--- config.mk ---
export PLATFORM = sky130hd
export DESIGN_NAME = alu_selftest_sched
export DESIGN_NICKNAME = d
export VERILOG_FILES = /design/src/rtl/alu_selftest_sched_pkg.sv /design/src/rtl/alu_selftest_sched_golden.sv /design/src/rtl/alu_selftest_sched.sv
export SDC_FILE = /design/constraint.sdc
export NUM_CORES = 1
export LEC_CHECK = 0
export CAP_MARGIN = 25
export CORE_ASPECT_RATIO = 1.25
export CORE_MARGIN = 2
export CORE_UTILIZATION = 30
export DETAILED_ROUTE_END_ITERATION = 10
export PLACE_DENSITY = 0.57
export SETUP_SLACK_MARGIN = 0.5
export SLEW_MARGIN = 40
export SYNTH_ARGS = -nofsm -noshare
export SYNTH_HDL_FRONTEND = slang
export SYNTH_SLANG_ARGS = --single-unit
--- constraint.sdc ---
create_clock -name clk -period 6.9 [get_ports clk]
set_input_delay 1.38 -clock clk [delete_from_list [all_inputs] [get_ports clk]]
set_output_delay 1.38 -clock clk [all_outputs]
set_load 0.005 [all_outputs]
--- src/rtl/alu_selftest_sched_pkg.sv ---
// Shared definitions for the ALU self-test scheduler: op codes, FSM states, LFSR.
// Latency: n/a (types, constants and pure functions only).
// Backpressure: n/a.
package alu_selftest_sched_pkg;

    localparam logic [2:0] ALU_AND = 3'b000;
    localparam logic [2:0] ALU_OR  = 3'b001;
    localparam logic [2:0] ALU_ADD = 3'b010;
    localparam logic [2:0] ALU_SUB = 3'b110;
    localparam logic [2:0] ALU_SLT = 3'b111;

    // Galois form of x^32 + x^22 + x^2 + x + 1, shifting right.
    localparam logic [31:0] LFSR_MASK = 32'h8020_0003;

    typedef enum logic {
        ST_IDLE = 1'b0,
        ST_TEST = 1'b1
    } state_t;

    function automatic logic [31:0] lfsr_next(input logic [31:0] s);
        return (s >> 1) ^ (s[0] ? LFSR_MASK : 32'h0);
    endfunction

    // Op rotation applied to each operand pair.
    function automatic logic [2:0] op_of_idx(input logic [2:0] idx);
        logic [2:0] op;
        case (idx)
            3'd0:    op = ALU_AND;
            3'd1:    op = ALU_OR;
            3'd2:    op = ALU_ADD;
            3'd3:    op = ALU_SUB;
            default: op = ALU_SLT;
        endcase
        return op;
    endfunction

endpackage

--- src/rtl/alu_selftest_sched_golden.sv ---
// Golden ALU reference: result and zero flag for a, b, alucont.
// Latency: combinational. Backpressure: none.
// Ports: a, b (32b operands), alucont (3b op) in; result (32b), zero out.
module alu_golden
    import alu_selftest_sched_pkg::*;
(
    input  logic [31:0] a,
    input  logic [31:0] b,
    input  logic [2:0]  alucont,
    output logic [31:0] result,
    output logic        zero
);

    logic [31:0] diff;
    assign diff = a - b;

    always_comb begin
        result = 32'h0;
        case (alucont)
            ALU_AND: result = a & b;
            ALU_OR:  result = a | b;
            ALU_ADD: result = a + b;
            ALU_SUB: result = diff;
            ALU_SLT: result = {31'b0, diff[31]};
            default: result = 32'h0;
        endcase
    end

    assign zero = (result == 32'h0);

endmodule

--- src/rtl/alu_selftest_sched.sv ---
// Shares the ALU between the CPU and a background self-test engine; counts result mismatches.
// Latency: operand mux combinational; fault status registered one cycle after a compare.
// Backpressure: none on the CPU -- cpu_req preempts a test vector in the same cycle.
// Ports: clk, reset; test_en, cpu_req, cpu_a/b/alucont in; alu_a/b/alucont out; alu_result/zero in;
//        test_busy, burst_done, fault_count, fault_alarm, first_fail_op, first_fail_a out.
module alu_selftest_sched
    import alu_selftest_sched_pkg::*;
#(
    parameter int          IDLE_THRESH = 4,
    parameter int          NUM_VECTORS = 20,
    parameter int          FAULT_LIMIT = 1,
    parameter logic [31:0] LFSR_SEED   = 32'h0000_0001
)
(
    input  logic        clk,
    input  logic        reset,
    input  logic        test_en,
    input  logic        cpu_req,
    input  logic [31:0] cpu_a,
    input  logic [31:0] cpu_b,
    input  logic [2:0]  cpu_alucont,
    output logic [31:0] alu_a,
    output logic [31:0] alu_b,
    output logic [2:0]  alu_alucont,
    input  logic [31:0] alu_result,
    input  logic        alu_zero,
    output logic        test_busy,
    output logic        burst_done,
    output logic [7:0]  fault_count,
    output logic        fault_alarm,
    output logic [2:0]  first_fail_op,
    output logic [31:0] first_fail_a
);

    localparam logic [15:0] IDLE_LAST = 16'(IDLE_THRESH - 1);
    localparam logic [15:0] VEC_LAST  = 16'(NUM_VECTORS - 1);

    state_t      state;
    logic [15:0] idle_cnt;
    logic [15:0] vec_cnt;
    logic [2:0]  op_idx;
    logic [31:0] lfsr;

    logic [31:0] test_a;
    logic [31:0] test_b;
    logic [2:0]  test_op;
    logic [31:0] golden;
    logic        golden_zero;
    logic        idle_cycle;
    logic        mismatch;
    logic [7:0]  fault_inc;

    assign test_a  = lfsr;
    assign test_b  = {lfsr[15:0], lfsr[31:16]};
    assign test_op = op_of_idx(op_idx);

    // CPU wins combinationally, so a request never waits on the test engine.
    assign test_busy   = (state == ST_TEST) & ~cpu_req & test_en;
    assign alu_a       = test_busy ? test_a  : cpu_a;
    assign alu_b       = test_busy ? test_b  : cpu_b;
    assign alu_alucont = test_busy ? test_op : cpu_alucont;

    alu_golden u_golden (
        .a       (test_a),
        .b       (test_b),
        .alucont (test_op),
        .result  (golden),
        .zero    (golden_zero)
    );

    assign idle_cycle = ~cpu_req & test_en;
    assign mismatch   = test_busy & ((alu_result != golden) | (alu_zero != golden_zero));
    assign fault_inc  = (fault_count == 8'hFF) ? fault_count : fault_count + 8'd1;

    always_ff @(posedge clk or posedge reset) begin
        if (reset) begin
            state         <= ST_IDLE;
            idle_cnt      <= 16'h0;
            vec_cnt       <= 16'h0;
            op_idx        <= 3'd0;
            lfsr          <= LFSR_SEED;
            burst_done    <= 1'b0;
            fault_count   <= 8'h0;
            fault_alarm   <= 1'b0;
            first_fail_op <= 3'b0;
            first_fail_a  <= 32'h0;
        end else begin
            burst_done <= 1'b0;
            case (state)
                ST_IDLE: begin
                    if (idle_cycle) begin
                        if (idle_cnt == IDLE_LAST) begin
                            state    <= ST_TEST;
                            idle_cnt <= 16'h0;
                        end else begin
                            idle_cnt <= idle_cnt + 16'd1;
                        end
                    end else begin
                        idle_cnt <= 16'h0;
                    end
                end
                ST_TEST: begin
                    if (test_busy) begin
                        // Step the LFSR only after all five ops used the current pair.
                        if (op_idx == 3'd4) begin
                            op_idx <= 3'd0;
                            lfsr   <= lfsr_next(lfsr);
                        end else begin
                            op_idx <= op_idx + 3'd1;
                        end
                        if (vec_cnt == VEC_LAST) begin
                            state      <= ST_IDLE;
                            vec_cnt    <= 16'h0;
                            idle_cnt   <= 16'h0;
                            burst_done <= 1'b1;
                        end else begin
                            vec_cnt <= vec_cnt + 16'd1;
                        end
                    end else begin
                        // Preempted: vector position is kept so the burst resumes here.
                        state    <= ST_IDLE;
                        idle_cnt <= 16'h0;
                    end
                end
                default: state <= ST_IDLE;
            endcase

            if (mismatch) begin
                fault_count <= fault_inc;
                if (fault_count == 8'h0) begin
                    first_fail_op <= test_op;
                    first_fail_a  <= test_a;
                end
                if (int'(fault_inc) >= FAULT_LIMIT) begin
                    fault_alarm <= 1'b1;
                end
            end
        end
    end

endmodule

==> results of run 1 <==
[power breakdown]
part | internal (mW) | total [mW] | switching, mW
Sequential | 0.678 | 0.689 | 0.0118
Combinational | 0.173 | 0.311 | 0.138
Clock | 0.669 | 0.977 | 0.308
Total | 1.52 | 1.98 | 0.457
[critical path, stage by stage, from the launching register on]
cell and delay [ns]:
dfrtp_1 0.49, inv_1 0.15, ha_1 0.39, nor4_1 0.08, buf_4 0.18, and2_1 0.34
a21oi_2 0.50, o311ai_1 0.23, or3_1 0.40, a2111oi_0 0.71, o2111ai_1 0.33, or4_1 0.59
nor4_1 0.33, o2111ai_2 0.34, nand4_4 0.23, buf_12 0.22, mux2_2 0.36
[repair_timing]
action	4_1_cts	5_1_grt
endpoints found under the setup margin	0	37
gates resized for setup	0	1
hold buffers	0	0
[layer usage]
layer	track usage	part of all wire
met1	0.300	0.39
met2	0.435	0.47
met3	0.0532	0.075
met4	0.146	0.059
met5	0	0
[synthesized netlist by cell type, types with 8 or more instances]
library cell	n
inv_1	68
a221oi_1	12
xor2_1	21
o31ai_1	29
nor2b_1	21
and3_1	10
nand3_1	48
buf_2	22
mux2_4	30
xnor2_1	48
o221ai_1	8
dfrtp_1	112
ha_1	73
nand2_1	290
clkbuf_1	41
mux2i_1	8
nor2_1	110
mux2_2	10
a21oi_1	68
nand4_1	29
a31oi_1	19
nor3_1	22
a21boi_0	9
nor4_1	26
o211ai_1	16
a211oi_1	10
o21ai_0	99
or4_1	8
[cells by family (layout without fill, tap and decap cells)]
logic type,count (synthesis),in the layout,share of synthesized area
compound gates,358,358,0.221
xor+xnor,69,69,0.0557
fa+ha+maj,75,75,0.0879
buf+inv,146,355,0.0562
flops,113,113,0.261
mux,48,48,0.0593
simple gates,610,610,0.259
[worst min path at each step]
stage                             end  slack [ns]  depth (start not counted)
final                     vec_cnt[15]        0.49                          1
after global routing      fault_alarm        0.51                          1
after CTS                 vec_cnt[15]        0.49                          1
after detailed placement  vec_cnt[15]        0.48                          1
after global placement    vec_cnt[15]        0.47                          1
after floorplan           vec_cnt[15]        0.45                          1
[flip-flops by register name, indices dropped and copies added (netlist names)]
register	cells
first_fail_op	3
state	1
burst_done	1
fault_count	8
vec_cnt	16
fault_alarm	1
first_fail_a	32
op_idx	3
lfsr	32
idle_cnt	16
[final cells by class]
| type | instances | area, µm² |
|---|---|---|
| clock buffer | 23 | 478 |
| inverter | 73 | 277 |
| multi-input combinational | 1160 | 7460 |
| clock inverter | 9 | 178 |
| timing repair buffer | 250 | 2460 |
| sequential | 113 | 2830 |
| tap | 474 | 593 |
| fill | 3588 | 21300 |
[per-stage QoR]
step / total power, mW / hold slack, ns / std cells / utilization / instance area, µm²
3_3_place_gp: 1.01 / 0.474 / 2068 / 0.381 / 13500
4_1_cts: 2.00 / 0.485 / 2102 / 0.401 / 14300
2_1_floorplan: 0.831 / 0.447 / 1419 / - / 10900
5_1_grt: 2.05 / 0.512 / 2102 / 0.401 / 14300
3_5_place_dp: 1.01 / 0.478 / 2070 / 0.382 / 13600
6_report: 1.98 / 0.486 / 2102 / 0.401 / 14300
==> flow_metrics.env, run 1 <==
export IMPL_path_class="register to register"
export IMPL_fin_crit_sh=0.871
export IMPL_initial_core_util=0.305
export IMPL_clock_latency_ns=0.42
export IMPL_grt_antenna_before_repair=0
export IMPL_syn_area_mm2=0.0109
export IMPL_cp_end_kind="register"
export IMPL_ys_ff_latch=113
export IMPL_reg2reg_to="first_fail_a[31]"
export IMPL_cts_buffers=17
export IMPL_crit_path_end="first_fail_a[31]"
export IMPL_routedWlPerCell_um=23.3
export IMPL_avgSynthCellArea_um2=7.65
export IMPL_hold_start="vec_cnt[15]"
export IMPL_synth_net_count=1598
export IMPL_rows=77
export IMPL_status="complete, no violations"
export IMPL_hold_path_class="register to register"
export IMPL_post_cts_buffers=0
export IMPL_area_growth_pct=31.5
export IMPL_slew_limit_headroom=0.404
export IMPL_setup_tns_ns=0
export IMPL_cts_root_buf="clkbuf_16"
export IMPL_final_common_cell="nand2_1"
export IMPL_reg2reg_slack_ns=0.89
export IMPL_final_cell_mix="nand2_1 (289), clkdlybuf4s50_1 (216), dfrtp_1 (112)"
export IMPL_irDropWorstVdd_mv=0.167
export IMPL_p_per_area_mw_per_mm2=139
export IMPL_ant_nets=0
export IMPL_dpl_hpwl_um=38900
export IMPL_finClkSkew_ns=0.00850
export IMPL_rsz0062_at_grt="false"
export IMPL_ios=217
export IMPL_place_worst_setup_slack_ns=0.745
export IMPL_synth_edf_count=0
export IMPL_synth_cell_type_count=83
export IMPL_worstRegToRegCells=16
export IMPL_die_area_mm2=0.0377
export IMPL_drv_slew=0
export IMPL_worst_pin_slew_ns=0.894
export IMPL_gp_congestion=0.997
export IMPL_drc=0
export IMPL_synth_warnings=0
export IMPL_worstPathRequired_ns=7.20
export IMPL_finalSetupViolCount=0
export IMPL_synth_ff_type="dfrtp_1"
export IMPL_grt_pass1_wl_um=73500
export IMPL_cts_num_sinks=113
export IMPL_cp_max_fo=22
export IMPL_grt_util_all_layers=0.256
export IMPL_overflow=0
export IMPL_p_leak_nw=6.36
export IMPL_drive_gt1_frac=0.0842
export IMPL_synth_top_cell_by_area="dfrtp_1"
export IMPL_drv_cap=0
export IMPL_diodes=0
export IMPL_synth_area_leaders="dfrtp_1 (26%), nand2_1 (10%), ha_1 (8.4%)"
export IMPL_vias_per_cell=5.63
export IMPL_port_buffers=216
export IMPL_max_freq_mhz=166
export IMPL_synthCells=1419
export IMPL_core_area_mm2=0.0356
export IMPL_yosys_area_top_type_share=0.258
export IMPL_vias=11800
export IMPL_worstPathArrival_ns=6.31
export IMPL_synth_seq_area_share=0.261
export IMPL_grt_max_degree=76
export IMPL_async_flop_share=1.00
export IMPL_tritoncts="done"
export IMPL_layout_nets=1794
export IMPL_clk_pin_slew_ns=0.06
export IMPL_rr_startpoint="op_idx[2]"
export IMPL_dr_pass1_iters=5
export IMPL_final_hold_viol_count=0
export IMPL_die_h_um=217
export IMPL_htreeDepth=4
export IMPL_worst_slack_ns=0.892
export IMPL_grt_pass1_vias=12000
export IMPL_drtIter0Drc=950
export IMPL_startpoint_type="register"
export IMPL_die_w_um=174
export IMPL_fin_crit_ns=6.01
export IMPL_wl_um=49000
export IMPL_startpoint="op_idx[2]"
export IMPL_clk_path_buf_depth=2
(Power assumes the default switching activity.)
==> run 2: changes to the inputs <==
--- a/config.mk
+++ b/config.mk
@@ -9,6 +9,7 @@
 export CORE_ASPECT_RATIO = 1.25
 export CORE_MARGIN = 2
 export CORE_UTILIZATION = 30
+export CTS_BUF_LIST = sky130_fd_sc_hd__clkbuf_8 sky130_fd_sc_hd__clkbuf_16
 export DETAILED_ROUTE_END_ITERATION = 10
 export PLACE_DENSITY = 0.57
 export SETUP_SLACK_MARGIN = 0.5
==> run 2 against run 1 <==
Net effect: routed wire length barely moved; die area did not move; total power fell by 0.20%; combinational power barely moved; first-iteration DRC count fell by 0.11%; final cell count did not move; worst setup slack got worse by 0.0014 ns; register-to-register slack barely moved; via count barely moved; sequential power barely moved; clock skew rose by 0.0012 ns; critical path type unchanged.
==> flow_metrics.env, run 2 (synthesis results as in run 1) <==
export IMPL_rsz0062_at_grt="false"
export IMPL_setup_tns_ns=0
export IMPL_die_w_um=174
export IMPL_worstPathRequired_ns=7.20
export IMPL_dr_pass1_iters=5
export IMPL_hold_start="vec_cnt[15]"
export IMPL_initial_core_util=0.305
export IMPL_drc=0
export IMPL_top_regs="first_fail_a x32, lfsr x32"
export IMPL_vias_per_cell=5.63
export IMPL_clk_path_buf_depth=2
export IMPL_stdcell_count=2102
export IMPL_ant_nets=0
export IMPL_ios=217
export IMPL_multi_input_area_mm2=0.00746
export IMPL_port_buffers=216
export IMPL_vias=11800
export IMPL_max_freq_mhz=166
export IMPL_grt_pass1_wl_um=73500
export IMPL_grt_antenna_before_repair=0
export IMPL_cp_max_fo=22
export IMPL_startpoint_type="register"
export IMPL_htreeDepth=4
export IMPL_ff_latch_area_mm2=0.00283
export IMPL_cts_num_sinks=113
export IMPL_cts_root_buf="clkbuf_16"
export IMPL_cp_end_kind="register"
export IMPL_rr_startpoint="op_idx[2]"
export IMPL_final_common_cell="nand2_1"
export IMPL_drv_cap=0
export IMPL_fin_crit_sh=0.871
export IMPL_max_stage_delay_ns=0.71
export IMPL_drtIter0Drc=949
export IMPL_cts_buffers=17
export IMPL_final_cell_mix="nand2_1 (289), clkdlybuf4s50_1 (216), dfrtp_1 (112)"
export IMPL_post_cts_buffers=0
export IMPL_p_leak_nw=6.38
export IMPL_grt_util_all_layers=0.256
export IMPL_finalPower_mw=1.97
export IMPL_worst_pin_slew_ns=0.895
export IMPL_dpl_hpwl_um=38900
export IMPL_finish_utilization=0.401
export IMPL_dp_cells=2070
export IMPL_wl_um=49000
export IMPL_hold_path_class="register to register"
export IMPL_layout_nets=1794
export IMPL_rows=77
export IMPL_die_area_mm2=0.0377
export IMPL_worstPathArrival_ns=6.31
export IMPL_diodes=0
export IMPL_routedWlPerCell_um=23.3
export IMPL_die_h_um=217
export IMPL_finalSetupViolCount=0
export IMPL_irDropWorstVdd_mv=0.167
export IMPL_p_per_area_mw_per_mm2=138
export IMPL_gp_congestion=0.997
export IMPL_nFillCells=3588
export IMPL_drv_slew=0
export IMPL_core_area_mm2=0.0356
export IMPL_tritoncts="done"
export IMPL_drive_gt1_frac=0.0842
export IMPL_overflow=0
export IMPL_area_growth_pct=31.5
export IMPL_fin_crit_ns=6.01
export IMPL_grt_max_degree=76
export IMPL_final_hold_viol_count=0
export IMPL_finClkSkew_ns=0.00972
export IMPL_clk_pin_slew_ns=0.06
export IMPL_slew_limit_headroom=0.404
export IMPL_grt_pass1_vias=12000
export IMPL_startpoint="op_idx[2]"
export IMPL_timing_critical_path_cells="inv_1 -> ha_1 -> nor4_1 -> buf_4 -> and2_1 -> a21oi_2 -> o311ai_1 -> or3_1 -> a2111oi_0 -> o2111ai_1 -> or4_1 -> nor4_1 -> o2111ai_2 -> nand4_4 -> buf_12 -> mux2_2"
export IMPL_path_class="register to register"
export IMPL_cp_slowest_cell="a2111oi_0"
export IMPL_status="complete, no violations"
export IMPL_clock_latency_ns=0.42
export IMPL_cp_common_cell="nor4_1"
-- run 2: report_power, final --
part / switching, mW / internal, mW
Combinational: 0.138 / 0.173
Clock: 0.308 / 0.665
Sequential: 0.0118 / 0.678
-- run 2: repair_timing --
item                                    in CTS  in global routing
resized for setup                            0                  1
endpoints found under the setup margin       0                 37
hold buffers                                 0                  0
endpoints found under the hold margin        0                  0
-- run 2: path summary, 6_finish.rpt --
kind                                         end  slack, ns  cells after the start
worst max-delay path            first_fail_a[31]       0.89                     16
worst min-delay path                 vec_cnt[15]       0.49                      1
worst max register to register  first_fail_a[31]       0.89                     16
worst min register to register       vec_cnt[15]       0.49                      1
max in group asynchronous               lfsr[28]       4.48                      3
min in group asynchronous       first_fail_op[1]       1.44                      2
-- run 2: stage by stage --
step / worst slack, ns / hold WS, ns / cell area (µm²)
after floorplan: 2.02 / 0.447 / 10900
after global placement: 0.838 / 0.474 / 13500
after detailed placement: 0.745 / 0.478 / 13600
after CTS: 0.713 / 0.485 / 14300
after global routing: 0.678 / 0.512 / 14300
final: 0.890 / 0.486 / 14300
-- run 2: per-layer routing --
metal  up-vias  global-route usage  wire, µm
li1       5450                   -         -
met1      5638               0.300     19200
met2       598               0.435     23200
met3       147              0.0532      3630
met4         0               0.146      2910
met5         -                   0         0
-- run 2: worst max-delay path, delay by kind of cell, from the launching register on --
family                     cells  cell delay, ns
AOI/OAI and AO/OA              5            2.11
adders and majority gates      1            0.39
DFF                            1            0.49
buffers and inverters          3            0.55
muxes                          1            0.36
and+or+nand+nor                6            1.97
-- run 2: final cells by class --
cell class              instances  share of cell area
inverters                      73              0.0194
clock buffers                  20              0.0327
flip-flops and latches        113               0.198
well taps                     474              0.0416
clock inverters                12              0.0132
repair buffers                250               0.172
multi-input cells            1160               0.522
==> run 3: changes to the inputs <==
--- a/config.mk
+++ b/config.mk
@@ -8,10 +8,10 @@
 export CAP_MARGIN = 25
 export CORE_ASPECT_RATIO = 1.25
 export CORE_MARGIN = 2
-export CORE_UTILIZATION = 30
+export CORE_UTILIZATION = 54
 export CTS_BUF_LIST = sky130_fd_sc_hd__clkbuf_8 sky130_fd_sc_hd__clkbuf_16
 export DETAILED_ROUTE_END_ITERATION = 10
-export PLACE_DENSITY = 0.57
+export PLACE_DENSITY = 0.89
 export SETUP_SLACK_MARGIN = 0.5
 export SLEW_MARGIN = 40
 export SYNTH_ARGS = -nofsm -noshare
==> constraint.sdc (replaced) <==
create_clock -name clk -period 6.18 [get_ports clk]
set_input_delay 1.236 -clock clk [delete_from_list [all_inputs] [get_ports clk]]
set_output_delay 1.236 -clock clk [all_outputs]
set_load 0.005 [all_outputs]
==> run 3 against run 2 <==
Net effect: die area fell by 44%; worst setup slack got worse by 0.44 ns; critical path type unchanged; design area fell by 0.72%; first-iteration DRC count rose by 97%.
==> flow_metrics.env, run 3 (synthesis results as in run 1) <==
export IMPL_clk_path_buf_depth=2
export IMPL_startpoint_type="register"
export IMPL_finClkSkew_ns=0.0132
export IMPL_p_per_area_mw_per_mm2=152
export IMPL_port_buffers=216
export IMPL_grt_pass1_wl_um=81600
export IMPL_clk_pin_slew_ns=0.06
export IMPL_setup_tns_ns=0
export IMPL_dr_pass1_iters=7
export IMPL_drive_gt1_frac=0.106
export IMPL_worstPathRequired_ns=6.48
export IMPL_dpl_hpwl_um=39500
export IMPL_rsz0062_at_grt="false"
export IMPL_drv_slew=0
export IMPL_initial_core_util=0.546
export IMPL_path_class="register to register"
export IMPL_cts_buffers=17
export IMPL_grt_pass1_vias=13600
export IMPL_final_cell_mix="nand2_1 (289), clkdlybuf4s50_1 (216), dfrtp_1 (112)"
export IMPL_wl_um=55100
export IMPL_routedWlPerCell_um=28.6
export IMPL_max_stage_delay_ns=0.63
export IMPL_core_area_mm2=0.0199
export IMPL_ios=217
export IMPL_crit_buf_inv=3
export IMPL_final_hold_viol_count=0
export IMPL_max_freq_mhz=175
export IMPL_tritoncts="done"
export IMPL_cp_end_kind="register"
export IMPL_fin_hold_ws_ns=0.510
export IMPL_area_growth_pct=30.6
export IMPL_p_leak_nw=6.43
export IMPL_fin_crit_sh=0.927
export IMPL_fin_crit_ns=5.73
export IMPL_timing_critical_path_cells="inv_1 -> ha_1 -> a21oi_1 -> o21ai_0 -> a221oi_1 -> xnor2_1 -> a21boi_0 -> o211ai_1 -> or4_1 -> nor4_1 -> buf_4 -> and4_1 -> o2111ai_2 -> nand4_4 -> buf_12 -> mux2_2"
export IMPL_die_h_um=162
export IMPL_grt_antenna_before_repair=2
export IMPL_top_regs="first_fail_a x32, lfsr x32"
export IMPL_finalSetupViolCount=0
export IMPL_die_w_um=131
export IMPL_gp_congestion=1.06
export IMPL_die_area_mm2=0.0213
export IMPL_stdcell_count=1925
export IMPL_vias_per_cell=7.09
export IMPL_critical_path_top_delay_family="compound AO/OA/AOI/OAI gates"
export IMPL_cts_root_buf="clkbuf_16"
export IMPL_final_common_cell="nand2_1"
export IMPL_ant_nets=0
export IMPL_worst_pin_slew_ns=0.942
export IMPL_htreeDepth=4
export IMPL_drc=0
export IMPL_grt_util_all_layers=0.517
export IMPL_cp_slowest_cell="a21oi_1"
export IMPL_dp_cells=1885
export IMPL_drv_cap=0
export IMPL_layout_nets=1820
export IMPL_rows=58
export IMPL_vias=13600
export IMPL_slew_limit_headroom=0.369
export IMPL_nFillCells=1418
export IMPL_status="complete, no violations"
export IMPL_drtIter0Drc=1868
export IMPL_cts_num_sinks=113
export IMPL_grt_max_degree=76
export IMPL_hold_path_class="register to register"
export IMPL_cp_max_fo=18
export IMPL_irDropWorstVdd_mv=0.225
export IMPL_overflow=0
export IMPL_clock_latency_ns=0.43
export IMPL_finalPower_mw=2.15
export IMPL_worstPathArrival_ns=6.02
## run 3: routing by layer
layer  track usage  share of wire  vias up
met5             0              0        -
met4         0.446           0.11        0
met3         0.159           0.12      465
met2         0.802           0.44     1333
met1         0.568           0.32     6336
li1              -              -     5510
## run 3: cell type report
| type | instances | area [µm²] | area share |
|---|---|---|---|
| Antenna cell | 1 | 2.50 | 0.000177 |
| Clock buffer | 17 | 425 | 0.0300 |
| Clock inverter | 15 | 159 | 0.0112 |
| Inverter | 73 | 279 | 0.0197 |
| Multi-Input combinational cell | 1160 | 7490 | 0.529 |
| Sequential cell | 113 | 2830 | 0.200 |
| Tap cell | 270 | 338 | 0.0238 |
| Timing Repair Buffer | 276 | 2650 | 0.187 |
## run 3: path summary, 6_finish.rpt
kind / start / to / slack [ns] / depth (start not counted)
worst max-delay path: lfsr[13] / first_fail_a[30] / 0.45 / 16
worst min-delay path: vec_cnt[15] / vec_cnt[15] / 0.51 / 1
worst max register to register: lfsr[13] / first_fail_a[30] / 0.45 / 16
worst min register to register: vec_cnt[15] / vec_cnt[15] / 0.51 / 1
max in group asynchronous: reset / first_fail_a[15] / 3.81 / 3
min in group asynchronous: reset / op_idx[1] / 1.25 / 2
## run 3: what timing repair did
item / in CTS / in global routing
gates resized for setup: 0 / 13
setup buffers: 0 / 7
setup endpoints to repair: 0 / 40
hold buffers: 0 / 0
## run 3: where the power goes
group | switching (mW) | leakage (nW) | internal [mW]
sequential | 0.0191 | 1.39 | 0.756
combinational | 0.169 | 4.77 | 0.200
clock | 0.406 | 0.280 | 0.597
total | 0.594 | 6.43 | 1.55
## run 3: metrics by stage
step | setup slack (ns) | utilization | instance area [µm²]
2_1_floorplan | 1.30 | - | 10900
3_3_place_gp | 0.737 | 0.676 | 13400
3_5_place_dp | 0.671 | 0.677 | 13500
4_1_cts | 0.616 | 0.707 | 14100
5_1_grt | 0.495 | 0.712 | 14200
6_report | 0.453 | 0.713 | 14200
